File: config.mk
export PLATFORM = sky130hd
export DESIGN_NAME = rdma_rx_hdr_extract
export DESIGN_NICKNAME = d
export VERILOG_FILES = /design/src/rtl/rdma_rx_hdr_extract.sv
export SDC_FILE = /design/constraint.sdc
export NUM_CORES = 1
export LEC_CHECK = 0
export ABC_AREA = 0
export CAP_MARGIN = 40
export CORE_MARGIN = 4
export CORE_UTILIZATION = 54
export DETAILED_ROUTE_END_ITERATION = 7
export GPL_ROUTABILITY_DRIVEN = 0
export MAX_ROUTING_LAYER = met4
export PLACE_DENSITY = 0.8
export SLEW_MARGIN = 40
export SYNTH_ARGS = -nofsm -noshare
export SYNTH_HDL_FRONTEND = slang
export SYNTH_SLANG_ARGS = --single-unit
File: constraint.sdc
create_clock -name aclk -period 10 [get_ports aclk]
set_clock_uncertainty 0.2 [all_clocks]
set_input_delay 1 -clock aclk [delete_from_list [all_inputs] [get_ports aclk]]
set_output_delay 1 -clock aclk [all_outputs]
set_load 0.02 [all_outputs]
File: src/rtl/rdma_rx_hdr_extract.sv
// RDMA RX header extractor: strips the fixed RDMA header from an AXI-Stream packet,
// latches decoded fields and forwards the payload through a 2-entry skid buffer.
// Optional build macro: RX_HDR_MAGIC_CHECK_EN (word6[31:8] must equal 24'hABABAB).
module rdma_rx_hdr_extract #(
   parameter int unsigned DATA_WIDTH = 32,
   parameter int unsigned KEEP_WIDTH = DATA_WIDTH / 8,
   parameter int unsigned HDR_WORDS  = 7,
   parameter bit          LEN_CHECK  = 1'b1
) (
   input  logic                  aclk,
   input  logic                  areset,
   input  logic [DATA_WIDTH-1:0] s_axis_tdata,
   input  logic [KEEP_WIDTH-1:0] s_axis_tkeep,
   input  logic                  s_axis_tvalid,
   output logic                  s_axis_tready,
   input  logic                  s_axis_tlast,
   output logic [DATA_WIDTH-1:0] m_axis_tdata,
   output logic [KEEP_WIDTH-1:0] m_axis_tkeep,
   output logic                  m_axis_tvalid,
   input  logic                  m_axis_tready,
   output logic                  m_axis_tlast,
   output logic [7:0]            rdma_opcode,
   output logic [23:0]           rdma_psn,
   output logic [23:0]           rdma_dest_qp,
   output logic [63:0]           rdma_remote_addr,
   output logic [15:0]           fragment_offset,
   output logic [31:0]           rdma_length,
   output logic [15:0]           rdma_partition_key,
   output logic [7:0]            rdma_service_level,
   output logic                  header_valid,
   output logic                  parsing_busy,
   output logic                  err_short,
   output logic                  err_len,
   output logic                  err_magic
);

   localparam int unsigned HDR_BEATS = (HDR_WORDS * 32 + DATA_WIDTH - 1) / DATA_WIDTH;
   localparam int unsigned BCW       = (HDR_BEATS > 1) ? $clog2(HDR_BEATS) : 1;
   localparam logic [BCW-1:0] LAST_BEAT = BCW'(HDR_BEATS - 1);
   localparam int unsigned SKW       = DATA_WIDTH + KEEP_WIDTH + 1;

   typedef enum logic [1:0] {S_IDLE, S_HDR, S_FWD, S_DROP} state_t;

   state_t                        state_q, state_d;
   logic [BCW-1:0]                beat_cnt_q, beat_cnt_d, idx;
   logic [HDR_BEATS*DATA_WIDTH-1:0] hdr_q, hdr_d;
   logic [31:0]                   byte_cnt_q, byte_cnt_d;
   logic [32:0]                   byte_sum;
   logic                          hv_q, hv_d, es_q, es_d, el_q, el_d;
   logic                          len_pend_q, len_pend_d, fld_upd, s_ready, acc, push, pop;
   logic [SKW-1:0]                buf0_q, buf1_q, s_beat;
   logic [1:0]                    skid_cnt_q;
   logic [7:0]                    opcode_q, sl_q;
   logic [23:0]                   psn_q, qp_q;
   logic [31:0]                   addr_q, len_q;
   logic [15:0]                   frag_q, pkey_q;

   function automatic int unsigned popcnt(input logic [KEEP_WIDTH-1:0] k);
      int unsigned r = 0;
      for (int unsigned i = 0; i < KEEP_WIDTH; i++) r = r + 32'(k[i]);
      return r;
   endfunction

   assign s_ready  = (state_q == S_FWD) ? (skid_cnt_q != 2'd2) : 1'b1;
   assign acc      = s_axis_tvalid & s_ready;
   assign pop      = (skid_cnt_q != 2'd0) & m_axis_tready;
   assign s_beat   = {s_axis_tlast, s_axis_tkeep, s_axis_tdata};
   assign byte_sum = {1'b0, byte_cnt_q} + 33'(popcnt(s_axis_tkeep));

`ifdef RX_HDR_MAGIC_CHECK_EN
   logic em_q, em_d;
`endif

   always_comb begin
      state_d    = state_q;
      beat_cnt_d = beat_cnt_q;
      hdr_d      = hdr_q;
      byte_cnt_d = byte_cnt_q;
      hv_d       = 1'b0;
      es_d       = 1'b0;
      el_d       = len_pend_q;
      len_pend_d = 1'b0;
      fld_upd    = 1'b0;
      push       = 1'b0;
      idx        = '0;
`ifdef RX_HDR_MAGIC_CHECK_EN
      em_d       = 1'b0;
`endif
      case (state_q)
         S_IDLE, S_HDR: begin
            if (acc) begin
               idx = (state_q == S_IDLE) ? '0 : beat_cnt_q;
               hdr_d[idx*DATA_WIDTH +: DATA_WIDTH] = s_axis_tdata;
               if (idx == LAST_BEAT) begin
                  beat_cnt_d = '0;
                  byte_cnt_d = '0;
`ifdef RX_HDR_MAGIC_CHECK_EN
                  if (hdr_d[223:200] != 24'hABABAB) begin
                     em_d    = 1'b1;
                     state_d = s_axis_tlast ? S_IDLE : S_DROP;
                  end else
`endif
                  begin
                     hv_d       = 1'b1;
                     fld_upd    = 1'b1;
                     // header-only length error is deferred one cycle to keep it apart from header_valid
                     len_pend_d = LEN_CHECK & s_axis_tlast & (hdr_d[159:128] != 32'd0);
                     state_d    = s_axis_tlast ? S_IDLE : S_FWD;
                  end
               end else if (s_axis_tlast) begin
                  es_d       = 1'b1;
                  beat_cnt_d = '0;
                  state_d    = S_IDLE;
               end else begin
                  beat_cnt_d = idx + BCW'(1);
                  state_d    = S_HDR;
               end
            end
         end
         S_FWD: begin
            if (acc) begin
               push       = 1'b1;
               byte_cnt_d = byte_sum[32] ? '1 : byte_sum[31:0];
               if (s_axis_tlast) begin
                  el_d    = len_pend_q | (LEN_CHECK & (byte_cnt_d != len_q));
                  state_d = S_IDLE;
               end
            end
         end
         S_DROP: begin
            if (acc && s_axis_tlast) state_d = S_IDLE;
         end
         default: state_d = S_IDLE;
      endcase
   end

   always_ff @(posedge aclk) begin
      if (areset) begin
         state_q    <= S_IDLE;
         beat_cnt_q <= '0;
         hdr_q      <= '0;
         byte_cnt_q <= '0;
         hv_q       <= 1'b0;
         es_q       <= 1'b0;
         el_q       <= 1'b0;
         len_pend_q <= 1'b0;
         opcode_q   <= '0;
         psn_q      <= '0;
         qp_q       <= '0;
         addr_q     <= '0;
         frag_q     <= '0;
         len_q      <= '0;
         pkey_q     <= '0;
         sl_q       <= '0;
      end else begin
         state_q    <= state_d;
         beat_cnt_q <= beat_cnt_d;
         hdr_q      <= hdr_d;
         byte_cnt_q <= byte_cnt_d;
         hv_q       <= hv_d;
         es_q       <= es_d;
         el_q       <= el_d;
         len_pend_q <= len_pend_d;
         if (fld_upd) begin
            opcode_q <= hdr_d[7:0];
            psn_q    <= hdr_d[31:8];
            qp_q     <= hdr_d[55:32];
            addr_q   <= hdr_d[95:64];
            frag_q   <= hdr_d[111:96];
            len_q    <= hdr_d[159:128];
            pkey_q   <= hdr_d[175:160];
            sl_q     <= hdr_d[199:192];
         end
      end
   end

`ifdef RX_HDR_MAGIC_CHECK_EN
   always_ff @(posedge aclk) begin
      if (areset) em_q <= 1'b0;
      else        em_q <= em_d;
   end
   assign err_magic = em_q;
`else
   assign err_magic = 1'b0;
`endif

   // Skid buffer: buf0 is the head and drives m_axis directly.
   always_ff @(posedge aclk) begin
      if (areset) begin
         skid_cnt_q <= '0;
         buf0_q     <= '0;
         buf1_q     <= '0;
      end else begin
         case ({push, pop})
            2'b10: begin
               if (skid_cnt_q == 2'd0) buf0_q <= s_beat;
               else                    buf1_q <= s_beat;
               skid_cnt_q <= skid_cnt_q + 2'd1;
            end
            2'b01: begin
               buf0_q     <= buf1_q;
               skid_cnt_q <= skid_cnt_q - 2'd1;
            end
            2'b11: begin
               if (skid_cnt_q == 2'd1) buf0_q <= s_beat;
               else begin
                  buf0_q <= buf1_q;
                  buf1_q <= s_beat;
               end
            end
            default: ;
         endcase
      end
   end

   assign s_axis_tready      = s_ready & ~areset;
   assign m_axis_tvalid      = (skid_cnt_q != 2'd0);
   assign {m_axis_tlast, m_axis_tkeep, m_axis_tdata} = buf0_q;
   assign parsing_busy       = (state_q != S_IDLE);
   assign header_valid       = hv_q;
   assign err_short          = es_q;
   assign err_len            = el_q;
   assign rdma_opcode        = opcode_q;
   assign rdma_psn           = psn_q;
   assign rdma_dest_qp       = qp_q;
   assign rdma_remote_addr   = {32'd0, addr_q};
   assign fragment_offset    = frag_q;
   assign rdma_length        = len_q;
   assign rdma_partition_key = pkey_q;
   assign rdma_service_level = sl_q;

endmodule

Yosys cells after proc, flatten, opt, wreduce, memory -nomap -nowiden --
Cells that the tools add are included.
Storage, ports and cells: flip-flop bits (word level) 501, input port bits 41, output and inout port bits 236, logic and storage cells 111
Cells by class: add/sub/neg operators 8, eq/ne operators 18, shift operators 2, multiplexer cells 36, bitwise gates (word level) 9, reductions and logical operators 18
Operators with widths (count):
- two-way mux 200 bit | 2
- bitwise mux 224 bit | 1
- variable shift 32 x 34 -> 224 bit, first input constant | 1
- indexed part select 32 x 34 -> 224 bit | 1
- two-way mux 37 bit | 4
- two-way mux 32 bit | 4
- one-hot mux 37 bit (3 select lines) | 1
- one-hot mux 37 bit (2 select lines) | 1
- one-hot mux 32 bit (2 select lines) | 1
- negator 8 -> 34 bit | 1
- adder 32 x 4 -> 33 bit | 1
- != test 32 bit | 1
- nonzero test 32 bit | 1
- != test 2 bit, second input constant | 9
- two-way mux 2 bit | 6
- two-way mux 1 bit | 11
- nonzero test 2 bit | 5
- two-way mux 3 bit | 3
- == test 2 bit, second input constant | 4
- AND reduction 4 bit | 2
- OR reduction 4 bit | 2
- == test 2 x 1 -> 1 bit, second input constant | 3
- one-hot mux 2 bit (3 select lines) | 1
- adder 3 x 1 -> 4 bit | 1
- 16 further kinds | 24

Logic depth before layout (Yosys ltp) --
Gate-level depths: netlist of the first run.
word-level depth 10, depth in mapped cells 15

Worst setup path after synthesis of the first run --
No wires, ideal clock.
kind input to register, from in s_axis_tkeep[0], to reg el_q (netlist: err_len), setup time 0.134 ns, arrival time 4.321 ns, required time 9.666 ns, slack 5.345 ns, stages on the path 13, path buffers 0, path through fa_1 > inv_1 > fa_1 > inv_1 > fa_1 > nand4_4 > or4_4 > o31a_1 > or3_1 > a2111oi_2 > a211oi_1 > a211oi_1 > a31oi_1
On the way: cells in the longest elaborated chain, start to end 10
RTL lines:
- start, declared | RTL line 13 | input logic [KEEP_WIDTH-1:0] s_axis_tkeep,
- adder 1 x 1 -> 2 bit | RTL line 60 | for (int unsigned i = 0; i < KEEP_WIDTH; i++) r = r + 32'(k[i]);
- adder 2 x 1 -> 3 bit | RTL line 60
- adder 3 x 1 -> 4 bit | RTL line 60
- adder 32 x 4 -> 33 bit | RTL line 68 | assign byte_sum = {1'b0, byte_cnt_q} + 33'(popcnt(s_axis_tkeep));
- two-way mux 32 bit | RTL line 123 | byte_cnt_d = byte_sum[32] ? '1 : byte_sum[31:0];
- != test 32 bit | RTL line 125 | el_d = len_pend_q | (LEN_CHECK & (byte_cnt_d != len_q));
- bitwise OR 1 bit | RTL line 125
- two-way mux 1 bit | RTL line 124 | if (s_axis_tlast) begin
- two-way mux 1 bit | RTL line 121 | if (acc) begin
- two-way mux 1 bit | RTL line 89 | case (state_q)
- end signal, assigned | RTL line 162 | el_q <= el_d;
- end, declared | RTL line 49 | logic hv_q, hv_d, es_q, es_d, el_q, el_d;
No other way between the ends. A chain may end at the register's enable or synchronous reset.

Worst setup path after layout of the first run --
Same ends and word-level chain as after synthesis.

==> results of run 1 <==
[synth_stat cells (18+ instances only)]
cell	number	area, sq um
sky130_fd_sc_hd__nor2_1	381	1430
sky130_fd_sc_hd__o21ai_0	55	275
sky130_fd_sc_hd__a211oi_1	204	1530
sky130_fd_sc_hd__inv_1	18	67.6
sky130_fd_sc_hd__nand4_1	20	125
sky130_fd_sc_hd__nor3_1	24	120
sky130_fd_sc_hd__mux2i_1	134	1340
sky130_fd_sc_hd__buf_2	20	100
sky130_fd_sc_hd__nand3_1	29	145
sky130_fd_sc_hd__nand2_1	178	668
sky130_fd_sc_hd__a21oi_1	142	711
sky130_fd_sc_hd__dfxtp_1	437	8750
sky130_fd_sc_hd__nor4_1	26	163
sky130_fd_sc_hd__clkbuf_1	149	559
sky130_fd_sc_hd__a22oi_1	42	315
sky130_fd_sc_hd__and3_1	37	231
sky130_fd_sc_hd__buf_4	34	255
[flip-flops by register name (all words and copies together) (netlist names), 8 cells and up]
register,cells
buf1_q,37
rdma_opcode,8
rdma_service_level,8
rdma_dest_qp,24
byte_cnt_q,32
rdma_psn,24
rdma_partition_key,16
rdma_length,32
hdr_q,160
addr_q,32
buf0_q,37
fragment_offset,16
[metal layers]
layer  GRT usage, %  vias to the layer above  part of all wire, %
li1               -                     7654                    -
met1           37.0                     7706                   38
met2           46.6                      831                   46
met3           8.51                      214                   11
met4           11.8                        0                  4.7
met5              -                        -                    0
[cell usage in the layout, fill, tap and decap left out, types with 6 or more instances in the layout]
cell type	n
sky130_fd_sc_hd__dfxtp_1	437
sky130_fd_sc_hd__nand2_1	177
sky130_fd_sc_hd__clkbuf_16	45
sky130_fd_sc_hd__o21ai_0	54
sky130_fd_sc_hd__nand4_1	20
sky130_fd_sc_hd__and3_1	36
sky130_fd_sc_hd__xor2_1	15
sky130_fd_sc_hd__nand2b_1	8
sky130_fd_sc_hd__clkbuf_8	6
sky130_fd_sc_hd__a211oi_1	204
sky130_fd_sc_hd__inv_1	18
sky130_fd_sc_hd__clkbuf_1	16
sky130_fd_sc_hd__nor2b_1	10
sky130_fd_sc_hd__a31oi_1	10
sky130_fd_sc_hd__a311oi_1	7
sky130_fd_sc_hd__a21oi_1	141
sky130_fd_sc_hd__ha_1	11
sky130_fd_sc_hd__buf_4	19
sky130_fd_sc_hd__a22oi_1	42
sky130_fd_sc_hd__clkdlybuf4s50_1	242
sky130_fd_sc_hd__or3_1	6
sky130_fd_sc_hd__nor4_1	26
sky130_fd_sc_hd__mux2i_1	134
sky130_fd_sc_hd__xnor2_1	15
sky130_fd_sc_hd__nand3_1	27
sky130_fd_sc_hd__nor3_1	24
sky130_fd_sc_hd__conb_1	33
sky130_fd_sc_hd__nor2_1	377
sky130_fd_sc_hd__or4_1	6
[worst paths after layout]
kind / cells after the start / to / slack [ns]
setup / recovery: 14 / err_len / 4.35
hold / removal: 2 / buf1_q[0] / 0.25
setup reg to reg: 12 / err_len / 5.48
hold reg to reg: 2 / buf1_q[0] / 0.25
[cell type report]
class / instances / area, sq um / share of cell area [%]
Clock buffer: 66 / 1240 / 5.59
Timing Repair Buffer: 272 / 2780 / 12.5
Antenna cell: 1 / 2.50 / 0.0112
Sequential cell: 437 / 8750 / 39.3
Clock inverter: 10 / 144 / 0.646
Inverter: 19 / 72.6 / 0.326
Multi-Input combinational cell: 1470 / 8700 / 39.1
Tap cell: 448 / 561 / 2.52
[tightest hold or removal path, stage by stage, from the launching register on]
cell and delay, ns:
sky130_fd_sc_hd__dfxtp_1 0.31, sky130_fd_sc_hd__nand2_1 0.05, sky130_fd_sc_hd__a21oi_1 0.05
[power breakdown]
group | total (mW) | switching (mW) | internal [mW] | leakage [nW]
Sequential | 1.79 | 0.0160 | 1.77 | 3.53
Combinational | 0.290 | 0.187 | 0.103 | 3.66
Clock | 1.60 | 0.682 | 0.915 | 0.675
[cell families (layout without fill, tap and decap cells)]
kind of cell             count (synthesis)  after routing  synth area share (%)
other                                    1             34                0.0205
adder cells (fa/ha/maj)                 14             14                  1.08
AO/OA/AOI/OAI                          506            506                  18.3
multiplexers                           137            137                  7.51
flip-flops                             437            437                  47.8
XOR/XNOR                                32             32                  1.68
buffers and inverters                  234            367                  5.65
AND/OR/NAND/NOR                        748            748                  18.0
==> flow_metrics.py, run 1 <==
metrics = {
    "cells_and_area": {
        "num-nets-final": 2299,
        "drive_gt1_share_pct": 5.32,
        "layoutNonFillerInstCount": 2723,
        "syn_to_final_growth_pct": 21.6,
        "n_fill_cell": 2642,
        "fin_util_pct": 66.6,
        "postLayoutCellArea_sq_um": 22300,
    },
    "floorplan": {
        "floorplan.initialDensity_pct": 54.7,
        "die_w_um": 192,
        "die-height_um": 192,
        "boundary_pins": 277,
        "placement_rows": 67,
        "die_area_sq_um": 36900,
        "coreArea_sq_um": 33400,
    },
    "cts": {
        "cts_setup_buffers": 0,
        "clock_path_buffers": 3,
        "clock_pin_slew_reported_for_the_worst_setup_and_hold_paths_after_clock_tree_synthesis_ns": 0.06,
        "cts_made_buffers": 44,
        "cts.sink_count": 437,
        "clkLatencyLatePin_ns": 0.56,
        "cts-hold-fix-buffers": 0,
        "cts.root.buffer_cell": "sky130_fd_sc_hd__clkbuf_16",
        "cts.htree.levels": 2,
        "cts_tree": "built",
        "cts_resized": 0,
    },
    "logic_synthesis": {
        "postSynthRegisterBits": 437,
        "synth-async-reset-ratio_pct": 0,
        "synth_top_flop_cell": "sky130_fd_sc_hd__dfxtp_1",
        "synth_seq_area_share_pct": 47.8,
        "synth-edff-count": 0,
        "mappedNetlistArea_sq_um": 18300,
        "yosysWarningCount": 0,
        "synth_cell_type_count": 64,
        "syn_inst": 2109,
        "synth.avg_cell_area_sq_um": 8.68,
    },
    "setup_path": {
        "worstSetupEndpointType": "flop",
        "crit_path_start_kind": "input port",
        "sum_of_buffers_and_inverters_on_the_critical_path": 3,
        "cpLargestDelayFamily": "simple AND/OR/NAND/NOR gates",
        "critPathLaunch": "s_axis_tkeep[0]",
        "worst-endpoint-required_ns": 10.22,
        "launch_instance_of_the_worst_register_to_register_path": "byte_cnt_q[0]",
        "timing.critical_path.arrival_ns": 5.87,
        "cp_common_cell": "sky130_fd_sc_hd__fa_1",
        "timing.setup.critical_path_class": "in2reg",
        "cp_cell_sequence": "clkdlybuf4s50_1 -> fa_1 -> inv_1 -> fa_1 -> inv_1 -> fa_1 -> nand4_4 -> nor4_2 -> nand2_1 -> a2111oi_0 -> o22ai_1 -> or3_1 -> nor4_1 -> a31oi_1",
        "critical_path.max_fanout": 15,
        "cpMaxStageDelayCell": "sky130_fd_sc_hd__nor4_2",
        "slowest_delay_ns": 0.60,
    },
    "hold_path": {
        "hold_class": "reg2reg",
        "worst_hold_startpoint": "buf1_q[0]",
    },
    "sta": {
        "max_slew_margin_pct": 31.2,
        "unrepaired_setup_endpoints_after_global_routing": "no",
        "holdWs_ns": 0.254,
        "max_freq_mhz": 177,
        "worst_pin_slew_ns": 1.02,
        "timing.final.crit_period_ns": 5.65,
        "min_period_over_period_pct": 56.5,
        "setup-violations-final": 0,
        "final.setup.worst_slack_ns": 4.35,
        "timing_max_transition_violations_final": 0,
        "final-hold-violation-count": 0,
        "tns_ns": 0,
    },
    "detailed_routing": {
        "drt_first_pass_iters": 8,
        "route.vias.total": 16405,
        "detail_route.vias_per_cell": 6.02,
        "dr.first_iter.drc_count": 2022,
        "residual_drc_count": 1,
        "wirelength_mm": 55.7,
        "antenna_left": 0,
        "wl_per_cell_um": 20.4,
    },
    "global_routing": {
        "number_of_antenna_violations_at_the_first_check_in_global_routing": 1,
        "grt_max_degree": 142,
        "grt_first_pass_wirelength_mm": 85.6,
        "grt_usage_pct": 29.9,
        "first_global_vias": 15496,
        "grt.overflow.total": 0,
    },
    "flow_run": {
        "maxCapViolations": 0,
    },
    "power": {
        "power_per_cell_area_nw_per_um2": 165,
        "cellLeakagePower_nw": 7.86,
        "totalPowerFinal_mw": 3.67,
        "ir_worst_vdd_mv": 0.187,
    },
    "placed_design": {
        "total_of_buffers_placed_on_input_and_output_ports": 243,
        "place_ws_ns": 3.95,
        "inst_count_dp": 2644,
        "hpwl_mm": 36.3,
        "dpl-instance-area_sq_um": 20800,
    },
    "outcome": {
        "status": "finished, violations left",
        "violated_checks": "DRC",
    },
}
Power figures use the tool's default switching activity.
==> run 2: changes to the inputs <==
Settings changed: CORE_UTILIZATION 54 to 49, PLACE_DENSITY 0.8 to 0.76.
Clock period 10 ns to 4.7 ns, I/O delays scaled along.
==> flow_metrics.py, run 2 (synthesis gave the netlist of run 1 again) <==
metrics = {
    "floorplan": {
        "placement_rows": 70,
        "die_w_um": 201,
        "floorplan.initialDensity_pct": 49.9,
        "die_area_sq_um": 40500,
        "coreArea_sq_um": 36700,
        "die-height_um": 201,
        "boundary_pins": 277,
    },
    "setup_path": {
        "worstSetupEndpointType": "flop",
        "worst-endpoint-required_ns": 4.92,
        "slowest_delay_ns": 0.55,
        "timing.setup.critical_path_class": "in2reg",
        "cpLargestDelayFamily": "adder cells",
        "crit_path_start_kind": "input port",
        "critical_path.max_fanout": 7,
        "cp_common_cell": "sky130_fd_sc_hd__fa_1",
        "cp_cell_sequence": "clkdlybuf4s50_1 -> fa_1 -> inv_1 -> fa_1 -> inv_1 -> fa_1 -> nand4_4 -> buf_4 -> nor4_2 -> nand2_1 -> a2111oi_0 -> o22ai_1 -> or3_1 -> nor4_1 -> a31oi_1",
        "sum_of_buffers_and_inverters_on_the_critical_path": 4,
        "cpMaxStageDelayCell": "sky130_fd_sc_hd__fa_1",
        "timing.critical_path.arrival_ns": 4.55,
        "worst-r2r-setup-slack_ns": 0.95,
    },
    "cts": {
        "clkLatencyLatePin_ns": 0.56,
        "cts-hold-fix-buffers": 0,
        "cts.sink_count": 437,
        "cts.root.buffer_cell": "sky130_fd_sc_hd__clkbuf_16",
        "clock_pin_slew_reported_for_the_worst_setup_and_hold_paths_after_clock_tree_synthesis_ns": 0.06,
        "cts_tree": "built",
        "cts_resized": 0,
        "clock_path_buffers": 3,
        "cts.htree.levels": 2,
        "cts_made_buffers": 46,
        "cts_setup_buffers": 0,
    },
    "detailed_routing": {
        "route.vias.total": 16383,
        "wirelength_mm": 56.8,
        "residual_drc_count": 6,
        "detail_route.vias_per_cell": 5.90,
        "antenna_left": 0,
        "wl_per_cell_um": 20.4,
        "dr.first_iter.drc_count": 1806,
        "drt_first_pass_iters": 8,
    },
    "flow_run": {
        "maxCapViolations": 0,
    },
    "cells_and_area": {
        "layoutNonFillerInstCount": 2778,
        "largest-register": "hdr_q",
        "fin_util_pct": 61.6,
        "largest_registers_ranked_by_flip_flop_count": "hdr_q: 160 flops, buf0_q: 37 flops, buf1_q: 37 flops",
        "num-nets-final": 2328,
        "syn_to_final_growth_pct": 23.5,
        "largest_register_ff_count": 160,
        "drive_gt1_share_pct": 6.89,
        "mostFrequentLayoutCell": "sky130_fd_sc_hd__dfxtp_1",
        "commonest_cells_after_routing_fill_and_taps_aside": "sky130_fd_sc_hd__dfxtp_1, sky130_fd_sc_hd__nor2_1, sky130_fd_sc_hd__clkdlybuf4s50_1",
    },
    "sta": {
        "final-hold-violation-count": 0,
        "setup-violations-final": 0,
        "timing.final.crit_period_ns": 4.32,
        "max_slew_margin_pct": 41.8,
        "tns_ns": 0,
        "max_freq_mhz": 231,
        "min_period_over_period_pct": 92.0,
        "worst_pin_slew_ns": 0.871,
        "timing_max_transition_violations_final": 0,
        "unrepaired_setup_endpoints_after_global_routing": "no",
    },
    "placed_design": {
        "inst_count_dp": 2692,
        "hpwl_mm": 37.8,
        "total_of_buffers_placed_on_input_and_output_ports": 243,
    },
    "power": {
        "cellLeakagePower_nw": 8.07,
        "totalPowerFinal_mw": 8.17,
        "power_per_cell_area_nw_per_um2": 362,
        "ir_worst_vdd_mv": 0.306,
    },
    "outcome": {
        "status": "finished, violations left",
        "violated_checks": "DRC",
    },
    "global_routing": {
        "grt.overflow.total": 0,
        "grt_max_degree": 135,
        "grt_first_pass_wirelength_mm": 88.3,
        "first_global_vias": 15616,
        "number_of_antenna_violations_at_the_first_check_in_global_routing": 1,
        "grt_usage_pct": 27.6,
    },
    "hold_path": {
        "hold_class": "in2reg",
    },
}
run 2: through the flow:
stage,hold WS (ns),cell area (sq um),setup slack (ns)
floorplan,0.236,18400,0.575
global placement,0.241,21000,-0.0537
detailed placement,0.246,21000,-0.153
CTS,0.137,22600,0.425
global route,0.182,22600,0.216
finish,0.128,22600,0.378
run 2: final timing paths:
path                                        to       startpoint  cells past startpoint
worst max register to register         err_len    byte_cnt_q[0]                     13
worst min-delay path            byte_cnt_q[29]           areset                      2
worst max-delay path                   err_len  s_axis_tkeep[0]                     15
worst min register to register      buf1_q[32]       buf1_q[32]                      2
run 2: layout make-up:
type | instances | area (sq um)
Antenna cell | 1 | 2.50
Clock buffer | 68 | 1330
Clock inverter | 16 | 236
Fill cell | 3048 | 14100
Inverter | 19 | 71.3
Multi-Input combinational cell | 1470 | 8680
Sequential cell | 437 | 8750
Tap cell | 468 | 586
Timing Repair Buffer | 299 | 2940
run 2: power by group:
group          switching [mW]  internal [mW]  total, mW
Clock                    1.50           2.25       3.75
Combinational           0.402          0.223      0.625
Sequential             0.0337           3.77       3.80
Total                    1.94           6.24       8.17
run 2: routing by layer:
metal	vias to the layer above	part of all wire (%)	global-route usage, %
met3	184	11	8.85
met1	7706	39	33.1
li1	7723	-	-
met2	770	46	44.1
met4	0	3.8	9.13
met5	-	0	-
==> run 3: changes to the inputs <==
Settings changed: TNS_END_PERCENT set to 50.
==> results of run 3 <==
Final layout, timing and power as in run 2 (identical DEF).
